## src/rtl/seg7_pkg.sv

```systemverilog
// seg7_pkg: segment codes, blink phase type and the nibble-to-segment helper for the scan driver.
package seg7_pkg;
  localparam logic [6:0] SEG_0     = 7'h3F;
  localparam logic [6:0] SEG_1     = 7'h06;
  localparam logic [6:0] SEG_2     = 7'h5B;
  localparam logic [6:0] SEG_3     = 7'h4F;
  localparam logic [6:0] SEG_4     = 7'h66;
  localparam logic [6:0] SEG_5     = 7'h6D;
  localparam logic [6:0] SEG_6     = 7'h7D;
  localparam logic [6:0] SEG_7     = 7'h07;
  localparam logic [6:0] SEG_8     = 7'h7F;
  localparam logic [6:0] SEG_9     = 7'h6F;
  localparam logic [6:0] SEG_BLANK = 7'h00;
  localparam logic [6:0] SEG_DASH  = 7'h40;
  typedef enum logic {PH_OFF, PH_ON} blink_ph_e;
  function automatic logic [6:0] bcd_to_seg(input logic [3:0] n);
    case (n)
      4'd0: return SEG_0;
      4'd1: return SEG_1;
      4'd2: return SEG_2;
      4'd3: return SEG_3;
      4'd4: return SEG_4;
      4'd5: return SEG_5;
      4'd6: return SEG_6;
      4'd7: return SEG_7;
      4'd8: return SEG_8;
      4'd9: return SEG_9;
      default: return SEG_DASH;
    endcase
  endfunction
endpackage

```

## src/rtl/seg7_scan_driver_if.sv

```systemverilog
// seg7_scan_if: timer-side inputs and panel-side outputs of the scan driver.
//   master: load, digits, dp, lzb_en, blink_en out; segs, dp_out, an, frame_tick in
//   slave : the driver's view (directions reversed)
interface seg7_scan_if #(parameter int NUM_DIGITS = 3);
  logic                    load;
  logic [4*NUM_DIGITS-1:0] digits;
  logic [NUM_DIGITS-1:0]   dp;
  logic                    lzb_en;
  logic                    blink_en;
  logic [6:0]              segs;
  logic                    dp_out;
  logic [NUM_DIGITS-1:0]   an;
  logic                    frame_tick;
  modport master (output load, digits, dp, lzb_en, blink_en, input segs, dp_out, an, frame_tick);
  modport slave  (input load, digits, dp, lzb_en, blink_en, output segs, dp_out, an, frame_tick);
endinterface

```

## src/rtl/seg7_decode.sv

```systemverilog
// seg7_decode: combinational BCD nibble to active-high {g..a}; nibbles above 9 show a dash.
//   nibble_i in 4, seg_o out 7
module seg7_decode
  import seg7_pkg::*;
(
  input  logic [3:0] nibble_i,
  output logic [6:0] seg_o
);
  assign seg_o = bcd_to_seg(nibble_i);
endmodule

```

## src/rtl/seg7_scan_driver.sv

```systemverilog
// seg7_scan_driver: time-multiplexed N-digit BCD to 7-segment driver with blanking and blink.
//   clk, rst_n (async active-low); bus: seg7_scan_if.slave, NUM_DIGITS must match the interface.
//   All panel outputs are registered; polarity params only invert the pin drive.
module seg7_scan_driver
  import seg7_pkg::*;
#(
  parameter int NUM_DIGITS  = 3,
  parameter int SCAN_DIV    = 1000,
  parameter int BLINK_DIV   = 50,
  parameter bit SEG_ACT_LOW = 1'b0,
  parameter bit AN_ACT_LOW  = 1'b0
) (
  input logic        clk,
  input logic        rst_n,
  seg7_scan_if.slave bus
);
  localparam int PW = SCAN_DIV   > 1 ? $clog2(SCAN_DIV)   : 1;
  localparam int IW = NUM_DIGITS > 1 ? $clog2(NUM_DIGITS) : 1;
  localparam int BW = BLINK_DIV  > 1 ? $clog2(BLINK_DIV)  : 1;
  logic [PW-1:0]           pre_q, pre_d;
  logic [IW-1:0]           idx_q, idx_d;
  logic [BW-1:0]           bcnt_q, bcnt_d;
  blink_ph_e               ph_q, ph_d;
  logic [4*NUM_DIGITS-1:0] shadow_q, shadow_d;
  logic [NUM_DIGITS-1:0]   sdp_q, sdp_d;
  logic [NUM_DIGITS-1:0]   an_q, an_d;
  logic [6:0]              segs_q, segs_d;
  logic                    dp_q, dp_d;
  logic                    tick_q, tick_d;
  logic                    wrap, last, show, blink_wrap;
  logic [NUM_DIGITS-1:0]   blank;
  logic [3:0]              nib;
  logic [6:0]              seg_raw;
  seg7_decode u_dec (.nibble_i(nib), .seg_o(seg_raw));
  // A digit is blank when it and every more-significant digit are zero; digit 0 always shows.
  always_comb begin
    logic z;
    blank = '0;
    z = 1'b1;
    for (int k = NUM_DIGITS - 1; k >= 0; k--) begin
      z = z && (shadow_q[4*k +: 4] == 4'd0);
      blank[k] = bus.lzb_en && (k != 0) && z;
    end
  end
  always_comb begin
    wrap       = pre_q == PW'(SCAN_DIV - 1);
    last       = idx_q == IW'(NUM_DIGITS - 1);
    pre_d      = wrap ? '0 : pre_q + 1'b1;
    idx_d      = !wrap ? idx_q : last ? '0 : idx_q + 1'b1;
    tick_d     = wrap && last;
    shadow_d   = bus.load ? bus.digits : shadow_q;
    sdp_d      = bus.load ? bus.dp : sdp_q;
    blink_wrap = tick_q && (bcnt_q == BW'(BLINK_DIV - 1));
    bcnt_d     = !bus.blink_en ? '0 : !tick_q ? bcnt_q : blink_wrap ? '0 : bcnt_q + 1'b1;
    ph_d       = !bus.blink_en ? PH_ON : blink_wrap ? (ph_q == PH_ON ? PH_OFF : PH_ON) : ph_q;
    // Dropping blink_en lights the display on the very next output update.
    show       = !bus.blink_en || (ph_q == PH_ON);
    nib        = shadow_q[4*idx_q +: 4];
    an_d       = show ? NUM_DIGITS'(1) << idx_q : '0;
    segs_d     = blank[idx_q] ? SEG_BLANK : seg_raw;
    dp_d       = !blank[idx_q] && sdp_q[idx_q];
  end
  always_ff @(posedge clk or negedge rst_n) begin
    if (!rst_n) begin
      pre_q    <= '0;
      idx_q    <= '0;
      bcnt_q   <= '0;
      ph_q     <= PH_ON;
      shadow_q <= '0;
      sdp_q    <= '0;
      an_q     <= '0;
      segs_q   <= SEG_BLANK;
      dp_q     <= 1'b0;
      tick_q   <= 1'b0;
    end else begin
      pre_q    <= pre_d;
      idx_q    <= idx_d;
      bcnt_q   <= bcnt_d;
      ph_q     <= ph_d;
      shadow_q <= shadow_d;
      sdp_q    <= sdp_d;
      an_q     <= an_d;
      segs_q   <= segs_d;
      dp_q     <= dp_d;
      tick_q   <= tick_d;
    end
  end
  assign bus.an         = AN_ACT_LOW  ? ~an_q   : an_q;
  assign bus.segs       = SEG_ACT_LOW ? ~segs_q : segs_q;
  assign bus.dp_out     = SEG_ACT_LOW ? ~dp_q   : dp_q;
  assign bus.frame_tick = tick_q;
endmodule

```

## src/flat_wrapper.sv

```systemverilog
// flat-port wrapper written by rule: the top's interface ports become plain ports
module seg7_scan_driver_flat import seg7_pkg::*;
#(
  parameter int NUM_DIGITS  = 3,
  parameter int SCAN_DIV    = 1000,
  parameter int BLINK_DIV   = 50,
  parameter bit SEG_ACT_LOW = 1'b0,
  parameter bit AN_ACT_LOW  = 1'b0
)
  (clk, rst_n, bus_load, bus_digits, bus_dp, bus_lzb_en, bus_blink_en, bus_segs, bus_dp_out, bus_an, bus_frame_tick);
  seg7_scan_if #(.NUM_DIGITS(NUM_DIGITS)) bus_i ();
  input logic clk;
  input logic rst_n;
  input wire logic [$bits(bus_i.load)-1:0] bus_load;
  input wire logic [$bits(bus_i.digits)-1:0] bus_digits;
  input wire logic [$bits(bus_i.dp)-1:0] bus_dp;
  input wire logic [$bits(bus_i.lzb_en)-1:0] bus_lzb_en;
  input wire logic [$bits(bus_i.blink_en)-1:0] bus_blink_en;
  output wire logic [$bits(bus_i.segs)-1:0] bus_segs;
  output wire logic [$bits(bus_i.dp_out)-1:0] bus_dp_out;
  output wire logic [$bits(bus_i.an)-1:0] bus_an;
  output wire logic [$bits(bus_i.frame_tick)-1:0] bus_frame_tick;
  assign bus_i.load = bus_load;
  assign bus_i.digits = bus_digits;
  assign bus_i.dp = bus_dp;
  assign bus_i.lzb_en = bus_lzb_en;
  assign bus_i.blink_en = bus_blink_en;
  assign bus_segs = bus_i.segs;
  assign bus_dp_out = bus_i.dp_out;
  assign bus_an = bus_i.an;
  assign bus_frame_tick = bus_i.frame_tick;
  seg7_scan_driver #(.NUM_DIGITS(NUM_DIGITS), .SCAN_DIV(SCAN_DIV), .BLINK_DIV(BLINK_DIV), .SEG_ACT_LOW(SEG_ACT_LOW), .AN_ACT_LOW(AN_ACT_LOW)) u_core (.clk(clk), .rst_n(rst_n), .bus(bus_i));
endmodule
```

## config.mk

```make
export PLATFORM = sky130hd
export DESIGN_NAME = seg7_scan_driver_flat
export DESIGN_NICKNAME = d
export VERILOG_FILES = /design/src/rtl/seg7_pkg.sv /design/src/rtl/seg7_scan_driver_if.sv /design/src/rtl/seg7_decode.sv /design/src/rtl/seg7_scan_driver.sv /design/src/flat_wrapper.sv
export SDC_FILE = /design/constraint.sdc
export NUM_CORES = 1
export LEC_CHECK = 0
export ABC_AREA = 1
export CORE_MARGIN = 1
export CORE_UTILIZATION = 45
export CTS_CLUSTER_DIAMETER = 100
export DETAILED_ROUTE_END_ITERATION = 16
export PLACE_DENSITY = 0.75
export SYNTH_ARGS = -nofsm -noshare
export SYNTH_HDL_FRONTEND = slang
export SYNTH_SLANG_ARGS = --single-unit
```

## constraint.sdc

```tcl
create_clock -name clk -period 2.6 [get_ports clk]
set_input_delay 0.39 -clock clk [delete_from_list [all_inputs] [get_ports clk]]
set_output_delay 0.39 -clock clk [all_outputs]
set_load 0.02 [all_outputs]
```

==> results.py <==
metrics = {
    "worst_setup_path": {
        "crit_buf_inv": 4,
        "cp.required_ps": 2830,
        "r2r_slack_ps": 600,
        "cp_max_fo": 8,
        "crit_arrival_ps": 2230,
        "crit_type": "reg -> reg",
        "crit_path_end_kind": "flip-flop",
        "r2r.worst_path.cells": 13,
        "start_kind": "flip-flop",
        "cpPeakStageDelay_ps": 520,
        "crit_chain": "inv_2 -> nand2_1 -> nor2_1 -> inv_1 -> o21ai_0 -> a21oi_1 -> inv_1 -> ha_1 -> inv_1 -> nand3_1 -> nand2_1 -> nor2_1 -> nor2_1",
        "reg2reg_from": "u_core.idx_q[0]",
        "cp_top_family": "flip-flops",
        "critical-path-slowest-cell": "dfrtp_1",
        "reg2reg_to": "u_core.bus.segs[3]",
    },
    "clock_tree": {
        "clock_path_buffers": 2,
        "cts_resized": 0,
        "hold_buffers": 0,
        "worstSkewPairLatency_ps": 290,
        "postCtsSetupBuffers": 0,
        "numCtsBuffers": 5,
        "clkTransAtPathRegs_ps": 80,
        "cts_root_buf": "clkbuf_8",
        "h-tree-depth": 2,
        "cts_sinks": 46,
        "cts_tree": "done",
    },
    "placed_design": {
        "gp_congestion": 0.827,
        "place_ws_ps": 622,
        "port_buffers": 31,
        "place_hpwl_mm": 2.92,
    },
    "synth": {
        "synthCells": 255,
        "synth_top_area_frac": 0.507,
        "synthArstFlopShare": 1.00,
        "synth_top_area_cell": "dfrtp_1",
        "synth_edf_count": 0,
        "synth_area_leaders": "dfrtp_1 51%, nand2_1 7.8%, inv_1 6.8%, nor2_1 5.9%, ha_1 5.1%",
        "synth_nets": 284,
        "ys_seq_elements": 46,
        "netlist_area_um2": 2220,
        "synth.most_common_cell": "nand2_1",
        "synth-seq-area-share": 0.519,
        "syn_avg_cell_area_um2": 8.70,
        "synth_common_cells": "46 x nand2_1, 45 x dfrtp_1, 40 x inv_1",
        "ys.flop_type": "dfrtp_1",
        "ys_types": 28,
        "yosysWarnings": 0,
    },
    "power_and_ir_drop": {
        "total_power_mw": 1.42,
        "p_leak_nw": 1.32,
        "ir_drop_mv": 0.242,
        "power.density_nw_per_um2": 531,
    },
    "drt": {
        "dr_total_vias": 1716,
        "vias_per_cell": 4.81,
        "wl_met3_um": 142,
        "wirelength_mm": 3.90,
        "drc": 0,
        "drt_first_pass_iters": 5,
        "top_layer": "met4",
        "wl_met1_mm": 1.87,
        "met2_length_mm": 1.82,
        "ant_nets": 0,
        "drt_iter0_markers": 78,
        "wl_per_cell_um": 10.9,
    },
    "floorplanning": {
        "core_area_um2": 4720,
        "start_util": 0.470,
        "die_w_um": 72.2,
        "die_h_um": 72.2,
        "dieArea_um2": 5220,
        "io_pins": 32,
        "rows": 25,
    },
    "layout": {
        "n_antenna_cell": 0,
        "fin_nets": 318,
        "area_growth_pct": 20.8,
        "fillers": 423,
        "regArea_um2": 1150,
        "multiInputGateArea_um2": 888,
        "drive_above_1_share": 0.107,
    },
    "global_route": {
        "grt_pass1_wl_mm": 6.91,
        "antenna_found_initial": 0,
        "grt-ovfl-total": 0,
        "grt.total_usage": 0.171,
        "grt_pass1_vias": 1632,
        "grt_max_degree": 47,
    },
    "timing": {
        "drv_slew": 0,
        "min_period_ps": 2000,
        "min_period_over_period": 0.770,
        "setup_tns_ps": 0,
        "max_freq_mhz": 499,
        "max_slew_margin": 0.348,
        "skew_ps": 2.31,
        "hold_viol_final": 0,
        "finalSetupViolCount": 0,
        "rsz0062_at_grt": "no",
        "fin_ws_ps": 597,
        "worst_pin_slew_ps": 978,
    },
    "worst_hold_path": {
        "min_path_type": "in -> async",
    },
    "status": {
        "status": "completed",
    },
    "flow_run": {
        "max_cap_viol_count": 0,
    },
}
-- per-stage QoR --
stage           util  instances  hold slack (ps)  area, µm²
2_1_floorplan      -        255             94.4       2220
3_3_place_gp   0.548        349              481       2590
3_5_place_dp   0.548        349              491       2590
4_1_cts        0.568        357              289       2680
5_1_grt        0.568        357              338       2680
6_report       0.568        357              235       2680
-- routing by layer --
layer,up-vias,track usage
met1,807,0.223
li1,863,-
met3,4,0.0250
met2,42,0.280
met4,0,0.0806
met5,-,0
-- logic make-up after synthesis --
family	count (synthesis)	synth area share
AND/OR/NAND/NOR	115	0.240
buffers and inverters	46	0.0806
flip-flops	46	0.519
AO/OA/AOI/OAI	31	0.0722
adder cells (fa/ha/maj)	9	0.0507
multiplexers	5	0.0254
XOR/XNOR	3	0.0118
-- placed cells by master (no fill, tap or decap), types with 2 or more instances in the layout --
| master | n |
|---|---|
| a21oi_1 | 7 |
| clkbuf_8 | 6 |
| clkdlybuf4s50_1 | 30 |
| dfrtp_1 | 45 |
| ha_1 | 9 |
| inv_1 | 40 |
| mux2_2 | 5 |
| nand2_1 | 46 |
| nand2_2 | 4 |
| nand2_4 | 2 |
| nand3_1 | 10 |
| nand3_2 | 3 |
| nand4_1 | 4 |
| nor2_1 | 35 |
| nor2_2 | 3 |
| nor3_1 | 4 |
| o21ai_0 | 21 |
| xor2_1 | 3 |
-- power breakdown --
part           internal [mW]  total [mW]  switching [mW]
Clock                  0.215       0.445           0.230
Sequential             0.755       0.773          0.0181
Combinational         0.0945       0.206           0.112
Total                   1.06        1.42           0.360
-- cell type report --
| cell class | instances | area share |
|---|---|---|
| Clock inverter | 1 | 0.00187 |
| Inverter | 42 | 0.0597 |
| Clock buffer | 7 | 0.0322 |
| Sequential cell | 46 | 0.430 |
| Tap cell | 67 | 0.0313 |
| Timing Repair Buffer | 31 | 0.114 |
| Multi-Input combinational cell | 163 | 0.331 |
-- state kept, by name (all words and copies together), names as in the netlist --
register               flops
u_core.bcnt_q              6
u_core.bus.an              3
u_core.bus.dp_out          1
u_core.bus.frame_tick      1
u_core.bus.segs            7
u_core.idx_q               2
u_core.ph_q                1
u_core.pre_q              10
u_core.sdp_q               3
u_core.shadow_q           12
-- how the worst max path moves through the flow --
stage,start,end,slack [ps],cells after the start
floorplan,u_core.idx_q[0],u_core.bus.segs[3],900,14
global placement,u_core.idx_q[0],u_core.bus.segs[3],730,13
detailed placement,u_core.idx_q[0],u_core.bus.segs[3],620,13
CTS,u_core.idx_q[0],u_core.bus.segs[3],610,13
global route,u_core.idx_q[0],u_core.bus.segs[3],260,13
finish,u_core.idx_q[0],u_core.bus.segs[3],600,13
(Power assumes the default switching activity.)
